[src/rtl/block_fifo.sv]
// Single-clock FIFO, 2**ASIZE x DSIZE, registered read data, fill-level output.
// Define BLOCK_FIFO_STATUS_EN to add sticky overflow/underflow flags (ovf, udf).
module block_fifo #(
    parameter int DSIZE = 8,
    parameter int ASIZE = 4
) (
    input  logic             clk,
    input  logic             rst_n,
    input  logic [DSIZE-1:0] wdata,
    input  logic             winc,
    output logic             wfull,
    input  logic             rinc,
    output logic [DSIZE-1:0] rdata,
    output logic             rempty,
    output logic [ASIZE:0]   level
`ifdef BLOCK_FIFO_STATUS_EN
    ,
    output logic             ovf,
    output logic             udf
`endif
);

    localparam logic [ASIZE:0] PTR_ONE = 1;

    logic [DSIZE-1:0] mem [2**ASIZE];
    logic [ASIZE:0]   wptr;
    logic [ASIZE:0]   rptr;
    logic             wr_en;
    logic             rd_en;

    // Flags come from the registered pointers only, so wdata never reaches rdata.
    always_comb begin
        rempty = (wptr == rptr);
        wfull  = (wptr[ASIZE] != rptr[ASIZE]) &&
                 (wptr[ASIZE-1:0] == rptr[ASIZE-1:0]);
        level  = wptr - rptr;
        wr_en  = winc && !wfull;
        rd_en  = rinc && !rempty;
    end

    always_ff @(posedge clk) begin
        if (wr_en) begin
            mem[wptr[ASIZE-1:0]] <= wdata;
        end
    end

    always_ff @(posedge clk or negedge rst_n) begin
        if (!rst_n) begin
            wptr  <= '0;
            rptr  <= '0;
            rdata <= '0;
        end else begin
            if (wr_en) begin
                wptr <= wptr + PTR_ONE;
            end
            if (rd_en) begin
                rdata <= mem[rptr[ASIZE-1:0]];
                rptr  <= rptr + PTR_ONE;
            end
        end
    end

`ifdef BLOCK_FIFO_STATUS_EN
    always_ff @(posedge clk or negedge rst_n) begin
        if (!rst_n) begin
            ovf <= 1'b0;
            udf <= 1'b0;
        end else begin
            if (winc && wfull) begin
                ovf <= 1'b1;
            end
            if (rinc && rempty) begin
                udf <= 1'b1;
            end
        end
    end
`endif

endmodule

[config.mk]
export PLATFORM = sky130hd
export DESIGN_NAME = block_fifo
export DESIGN_NICKNAME = d
export VERILOG_FILES = /design/src/rtl/block_fifo.sv
export SDC_FILE = /design/constraint.sdc
export NUM_CORES = 1
export LEC_CHECK = 0
export ABC_AREA = 1
export CAP_MARGIN = 20
export CORE_UTILIZATION = 50
export DETAILED_ROUTE_END_ITERATION = 10
export GPL_ROUTABILITY_DRIVEN = 0
export PLACE_DENSITY = 0.72
export SKIP_CTS_REPAIR_TIMING = 1
export SYNTH_ARGS = -nofsm -noshare
export SYNTH_HDL_FRONTEND = slang
export SYNTH_SLANG_ARGS = --single-unit
[constraint.sdc]
create_clock -name clk -period 2.8 [get_ports clk]
set_input_delay 0.56 -clock clk [delete_from_list [all_inputs] [get_ports clk]]
set_output_delay 0.56 -clock clk [all_outputs]
set_load 0.01 [all_outputs]
==> impl_results.md, run 1 <==
* Area of the multi-input gates at ~0.0017 sq mm
* Fillers at ~1.1k
* Combinational share of power at between 30% and 40%
* Iter 0 DRT Violations at between 500 and 600
* Largest family of logic cells by synthesized area: simple AND/OR/NAND/NOR gates
* First-pass GRT wire length at 21,900 microns
* Antenna-violating nets left at 0
* Die width at about 120 microns
* N_diodes at 0
* GR peak layer: met2
* Cell Count, Final, Fillers Out at slightly below 900
* Root Buffer: clkbuf_16
* Row count at 41
* Leakage at ~0.0034 uW
* Max cap viols at 0
* GR Util met3 at roughly 4.7%
* Worst-path fanout max at 6
* Die Area at roughly 0.013 sq mm
* Clock net sink count at approximately 150
* Post-synthesis to final-layout area growth at 17.6%
* Total GRT Usage at between 20% and 30%
* DRC viols at 0
* Wire per inst at between 15 and 20 microns
* Met1 usage at 29.4%
* Top cells by area, synth: edfxtp_1 59%, nand2_1 10%, nand3_1 7.1%
* Drt via density at 5.05
* Setup CP Type: reg2out
* Grt total ovfl at 0
* Largest net degree at the start of global routing at 68
* Hold slack at approximately 0.48 ns
* Clock-pin slew on the worst setup and hold paths at roughly 0.060 ns
* Max VDD drop at a little over 0.0005 V
* Period utilization at 95.7%
* PnR worst setup slack at around 0.12 ns
* Seq pwr share at between 30% and 40%
* Critical path launch point type: flip-flop
* Worst clock skew at between 0.007 and 0.008 ns
* Share of layout cells above drive strength 1 at between 8 and 9%
* Fin crit period at approximately 2.7 ns
* Mux share of post-synthesis cell area at 0%
* Final Util at about three fifths
* FMAX at around 370 MHz
* Internal at 5340 uW
* Clock power share at approximately 28%
* Core ar. at roughly 0.013 sq mm
* Met2 GRT Util at 37.3%
* Hold Vio Cnt, Final at 0
* Via Count at 4,428
* Net count, final at 714
* Dpl ws at 0.157 ns
* Placed cells at ~840
* Slew Limit Headroom at roughly half
* CP Data Arrival Time at 2.12 ns
* Worst skew pair latency at 0.42 ns
* Max Transition Viols Final at 0
* Vias in the first global route at between 4k and 5k
* CTS tree: yes
* Simple-gate share of the synthesized area at about a fifth
* Die Y at 116 microns
* Synth Area in XOR/XNOR at about 1.5%
* Initial Util at between 50% and 60%
* Top-level I/O count at 27
* DR pass1 iterations at 5
* Synth Area in Compound Gates at 0.307%
* Crit path capture type: output pin
* FF/Latch Area at roughly 0.0043 sq mm
* Avg Inst Size Synth at between 10 and 15 sq um
* Port bufs at 26
* Buffer depth of the longest clock path at 2
* Sw Share at 35.0%
* Mapped Area at between 0.006 and 0.007 sq mm
* Hold Crit Class: in2async
* Status: finished, final reports clean
* Detailed placement HPWL at about 8600 microns
* Syn_nets at approximately 670
* Yosys reg bits at about 150
* Final Setup Violations at 0
* Final wirelength at about 14,000 microns
* Yosys warns at 0
* Pwr Density at around 1100 mW/mm^2
* CP Data Required Time at around 2.2 ns
* Initial antenna violation count at 0
* Top cell type's share of synthesized area at about 59%
* Area leader, netlist: edfxtp_1
* Num CTS Buffers at 17
* Adder-Cell Fraction of Synth Area at between 2 and 2.5%
* H-tree Lvls at 4
* Post-synth cell types at 18
* Synthesized instance count at about 650
* Register area share after synthesis at 65.9%
* Worst-Margin Slew at approximately 0.77 ns
* Sw power at about 2900 uW
* Final Power at a little over 8000 uW
[cell families (layout without fill, tap and decap cells)]
| kind of cell | after synthesis | count (layout) |
|---|---|---|
| buffers and inverters | 139 | 197 |
| DFF | 146 | 146 |
| adders and majority gates | 10 | 10 |
| AOI/OAI and AO/OA | 4 | 4 |
| and+or+nand+nor | 337 | 337 |
| xor gates and xnor gates | 11 | 11 |
[path summary, 6_finish.rpt]
path	depth (start not counted)	to	startpoint	slack (ns)
worst max-delay path	5	level[3]	wptr[2]$_DFFE_PN0P_	0.12
worst min-delay path	1	wptr[4]$_DFFE_PN0P_	rst_n	0.48
worst max register to register	10	rdata[1]$_DFFE_PN0P_	rptr[0]$_DFFE_PN0P_	0.65
worst min register to register	2	rdata[0]$_DFFE_PN0P_	rdata[0]$_DFFE_PN0P_	0.50
max in group asynchronous	2	rptr[0]$_DFFE_PN0P_	rst_n	1.76
min in group clk	2	rdata[0]$_DFFE_PN0P_	rdata[0]$_DFFE_PN0P_	0.50
[per-layer routing]
layer  routed length [microns]  vias to the layer above  share of wire (%)
met4                       293                        0                2.1
met3                       842                       26                6.0
met2                      6960                      147                 50
met5                         0                        -                  0
met1                      5890                     2110                 42
li1                          -                     2145                  -
[synth_stat cells]
cell type and instances:
nand2_2 3, a21oi_1 2, o21ai_1 1, nor2_1 61
nand3_1 93, buf_6 3, inv_1 109, nand2_1 180
xor2_1 11, clkinv_1 1, dfrtp_1 18, buf_4 6
buf_2 15, inv_2 5, edfxtp_1 128, ha_1 9
fa_1 1, o21ai_0 1
[per-stage QoR]
step                      instance area [sq um]  setup TNS (ns)
after floorplan                            6520               0
after global placement                     7010               0
after detailed placement                   7010               0
after CTS                                  7630          -0.378
after global routing                       7670         -0.0399
final                                      7670               0
[layout by cell type (no fill, tap or decap), types with 2 or more instances in the layout]
| master | n |
|---|---|
| a21oi_1 | 2 |
| buf_4 | 24 |
| bufinv_16 | 3 |
| clkbuf_1 | 5 |
| clkbuf_16 | 17 |
| clkbuf_8 | 5 |
| clkdlybuf4s50_1 | 23 |
| clkinv_2 | 2 |
| dfrtp_1 | 17 |
| dlymetal6s2s_1 | 3 |
| edfxtp_1 | 128 |
| ha_1 | 7 |
| ha_4 | 2 |
| inv_1 | 108 |
| inv_2 | 6 |
| nand2_1 | 180 |
| nand2_2 | 3 |
| nand3_1 | 93 |
| nor2_1 | 61 |
| xor2_1 | 11 |
[area by class of cell]
type	count	share of cell area [%]
sequential	146	56.0
multi-input combinational	362	21.7
clock buffer	27	6.69
timing repair buffer	50	5.84
inverter	115	5.63
tap	172	2.81
clock inverter	5	1.31
[flip-flops by register name (all words and copies together) (netlist names)]
register	count
rdata	8
wptr	5
rptr	5
mem	128
[power by group through the flow]
stage                     sequential, uW  combinational (uW)  clock (uW)
final                               2860                3050        2310
after global routing                2890                3400        2410
after CTS                           2850                2990        2340
after detailed placement            2890                2980           0
after global placement              2880                2900           0
after floorplan                     2900                1970           0
[critical path: stages, from the launching register on]
cell and delay, ns:
dfrtp_1 0.46, ha_4 0.33, nand3_1 0.07, nand2_1 0.08, xor2_1 0.19, clkdlybuf4s50_1 0.57
(Power assumes the default switching activity.)
==> inputs of run 2 (changes only) <==
- GPL_ROUTABILITY_DRIVEN: 0 -> not set
- MAX_ROUTING_LAYER: not set -> met4
==> impl_results.md, run 2 (synthesized netlist as in run 1, its figures left out) <==
* Clock-pin slew on the worst setup and hold paths at 0.06 ns (about the same)
* GR peak layer: met2 (unchanged)
* Final Util at 60.5% (unchanged)
* Pwr Density at 1070 mW/mm^2 (about the same)
* Setup CP Type: reg2out (unchanged)
* Worst clock skew at 0.00730 ns (was 0.00734 ns)
* Max VDD drop at 0.000514 V (about the same)
* Crit path to: rempty (was level[3])
* GPL Wtd Cong at slightly below 0.9
* R2R Setup Slk at 0.67 ns (was 0.65 ns)
* DR pass1 iterations at 5 (unchanged)
* CP Data Arrival Time at 2.12 ns (about the same)
* Clock power share at 28.2% (was 28.1%)
* Area after DPL at 0.00701 sq mm (unchanged)
* Leakage at 0.00338 uW (unchanged)
* Internal at 5340 uW (about the same)
* Combinational share of power at 37.0% (was 37.1%)
* Detailed placement HPWL at 8570 microns (unchanged)
* Cells on worst reg2reg path at 10 (unchanged)
* Top-level I/O count at 27 (unchanged)
* FF-to-FF End: rdata[1]$_DFFE_PN0P_ (unchanged)
* Num CTS Buffers at 17 (unchanged)
* FMAX at 373 MHz (about the same)
* H-tree Lvls at 4 (unchanged)
* First-pass GRT wire length at 21,900 microns (about the same)
* Buffer depth of the longest clock path at 2 (unchanged)
* Slew Limit Headroom at 46.2% (was 48.8%)
* Met2 GRT Util at 37.3% (unchanged)
* Commonest non-fill, non-tap cell in the layout: nand2_1 (unchanged)
* Max cap viols at 0 (unchanged)
* Antenna-violating nets left at 0 (unchanged)
* Iter 0 DRT Violations at 487 (was 506)
* Sw Share at 35.1% (was 35.0%)
* Post-synthesis to final-layout area growth at 17.6% (unchanged)
* Critical Path Source: wptr[3]$_DFFE_PN0P_ (was wptr[2]$_DFFE_PN0P_)
* Seq pwr share at 34.8% (about the same)
* Status: finished, final reports clean (unchanged)
* Final wirelength at 14,000 microns (about the same)
* Largest net degree at the start of global routing at 68 (unchanged)
* Max FFs per register at 128 (unchanged)
* Drt via density at 5.03 (was 5.05)
* Worst skew pair latency at 0.42 ns (about the same)
* Worst-Margin Slew at 0.804 ns (was 0.766 ns)
* Net count, final at 714 (unchanged)
* Sw power at 2880 uW (about the same)
* Design area at 0.00767 sq mm (unchanged)
* CP Data Required Time at 2.24 ns (about the same)
* Most frequent cells in the layout: 180 x nand2_1, 128 x edfxtp_1, 108 x inv_1, 93 x nand3_1, 61 x nor2_1 (unchanged)
* Die width at 116 microns (unchanged)
* Core ar. at 0.0127 sq mm (unchanged)
* Hold slack at 0.484 ns (about the same)
* Hold Vio Cnt, Final at 0 (unchanged)
* DRC viols at 0 (unchanged)
* Met1 usage at 29.3% (was 29.4%)
* Fin crit period at 2.68 ns (about the same)
* Port bufs at 26 (unchanged)
* Initial Util at 51.4% (unchanged)
* Wire per inst at 16.0 microns (about the same)
* Hold Crit Class: in2async (unchanged)
* Worst-path fanout max at 6 (unchanged)
* Initial antenna violation count at 0 (unchanged)
* Crit path capture type: output pin (unchanged)
* Die Area at 0.0135 sq mm (unchanged)
* Root Buffer: clkbuf_16 (unchanged)
* Die Y at 116 microns (unchanged)
* N_diodes at 0 (unchanged)
* CTS tree: yes (unchanged)
* Final Setup Violations at 0 (unchanged)
* Clock net sink count at 146 (unchanged)
* GR Util met3 at 4.72% (unchanged)
* Total GRT Usage at 23.4% (was 22.7%)
* Period utilization at 95.8% (was 95.7%)
* Reg2reg start: rptr[0]$_DFFE_PN0P_ (unchanged)
* Share of layout cells above drive strength 1 at 8.94% (unchanged)
* Max Transition Viols Final at 0 (unchanged)
* Row count at 41 (unchanged)
* Grt total ovfl at 0 (unchanged)
* Critical path launch point type: flip-flop (unchanged)
* Vias in the first global route at 4,381 (was 4,374)
* Via Count at 4,413 (was 4,428)
run 2: cell counts in the layout (fill, tap and decap cells not counted):
Identical to the previous run, type by type.
run 2: layout make-up:
class / instances / area (sq um)
clock buffers: 27 / 513
flip-flops and latches: 146 / 4300
multi-input cells: 362 / 1660
fillers: 1060 / 5000
repair buffers: 50 / 448
clock inverters: 5 / 100
inverters: 115 / 432
well taps: 172 / 215
run 2: how the worst min path moves through the flow:
stage | startpoint | endpoint | slack [ns] | depth (start not counted)
after floorplan | rst_n | rdata[0]$_DFFE_PN0P_ | 0.26 | 0
after global placement | wptr[4]$_DFFE_PN0P_ | wptr[4]$_DFFE_PN0P_ | 0.48 | 1
after detailed placement | wptr[4]$_DFFE_PN0P_ | wptr[4]$_DFFE_PN0P_ | 0.50 | 1
after CTS | rst_n | wptr[4]$_DFFE_PN0P_ | 0.50 | 1
after global routing | rst_n | rptr[4]$_DFFE_PN0P_ | 0.52 | 1
final | rst_n | wptr[4]$_DFFE_PN0P_ | 0.48 | 1
run 2: critical path, cell delays in order, from the launching register on:
cell and delay (ns):
dfrtp_1 0.47, ha_4 0.33, nand2_1 0.05, nor2_1 0.15, nand2_1 0.11, inv_1 0.06, clkdlybuf4s50_1 0.53
run 2: per-layer routing:
metal	vias up	share of wire, %
met4	0	1.9
met2	127	50
met5	-	0
li1	2145	-
met1	2120	43
met3	21	5.3
run 2: stage by stage:
step / total power [uW] / instances / TNS [ns] / setup WS (ns)
finish: 8220 / 877 / 0 / 0.119
global route: 8700 / 877 / -0.0418 / -0.0234
CTS: 8180 / 876 / -0.378 / -0.286
detailed placement: 5870 / 844 / 0 / 0.157
global placement: 5780 / 844 / 0 / 0.266
floorplan: 4860 / 647 / 0 / 0.500
run 2: power by group through the flow:
stage / sequential [uW] / clock, uW / combinational [uW]
global placement: 2880 / 0 / 2900
floorplan: 2900 / 0 / 1970
finish: 2860 / 2320 / 3040
global route: 2890 / 2410 / 3400
detailed placement: 2890 / 0 / 2980
CTS: 2850 / 2340 / 2990
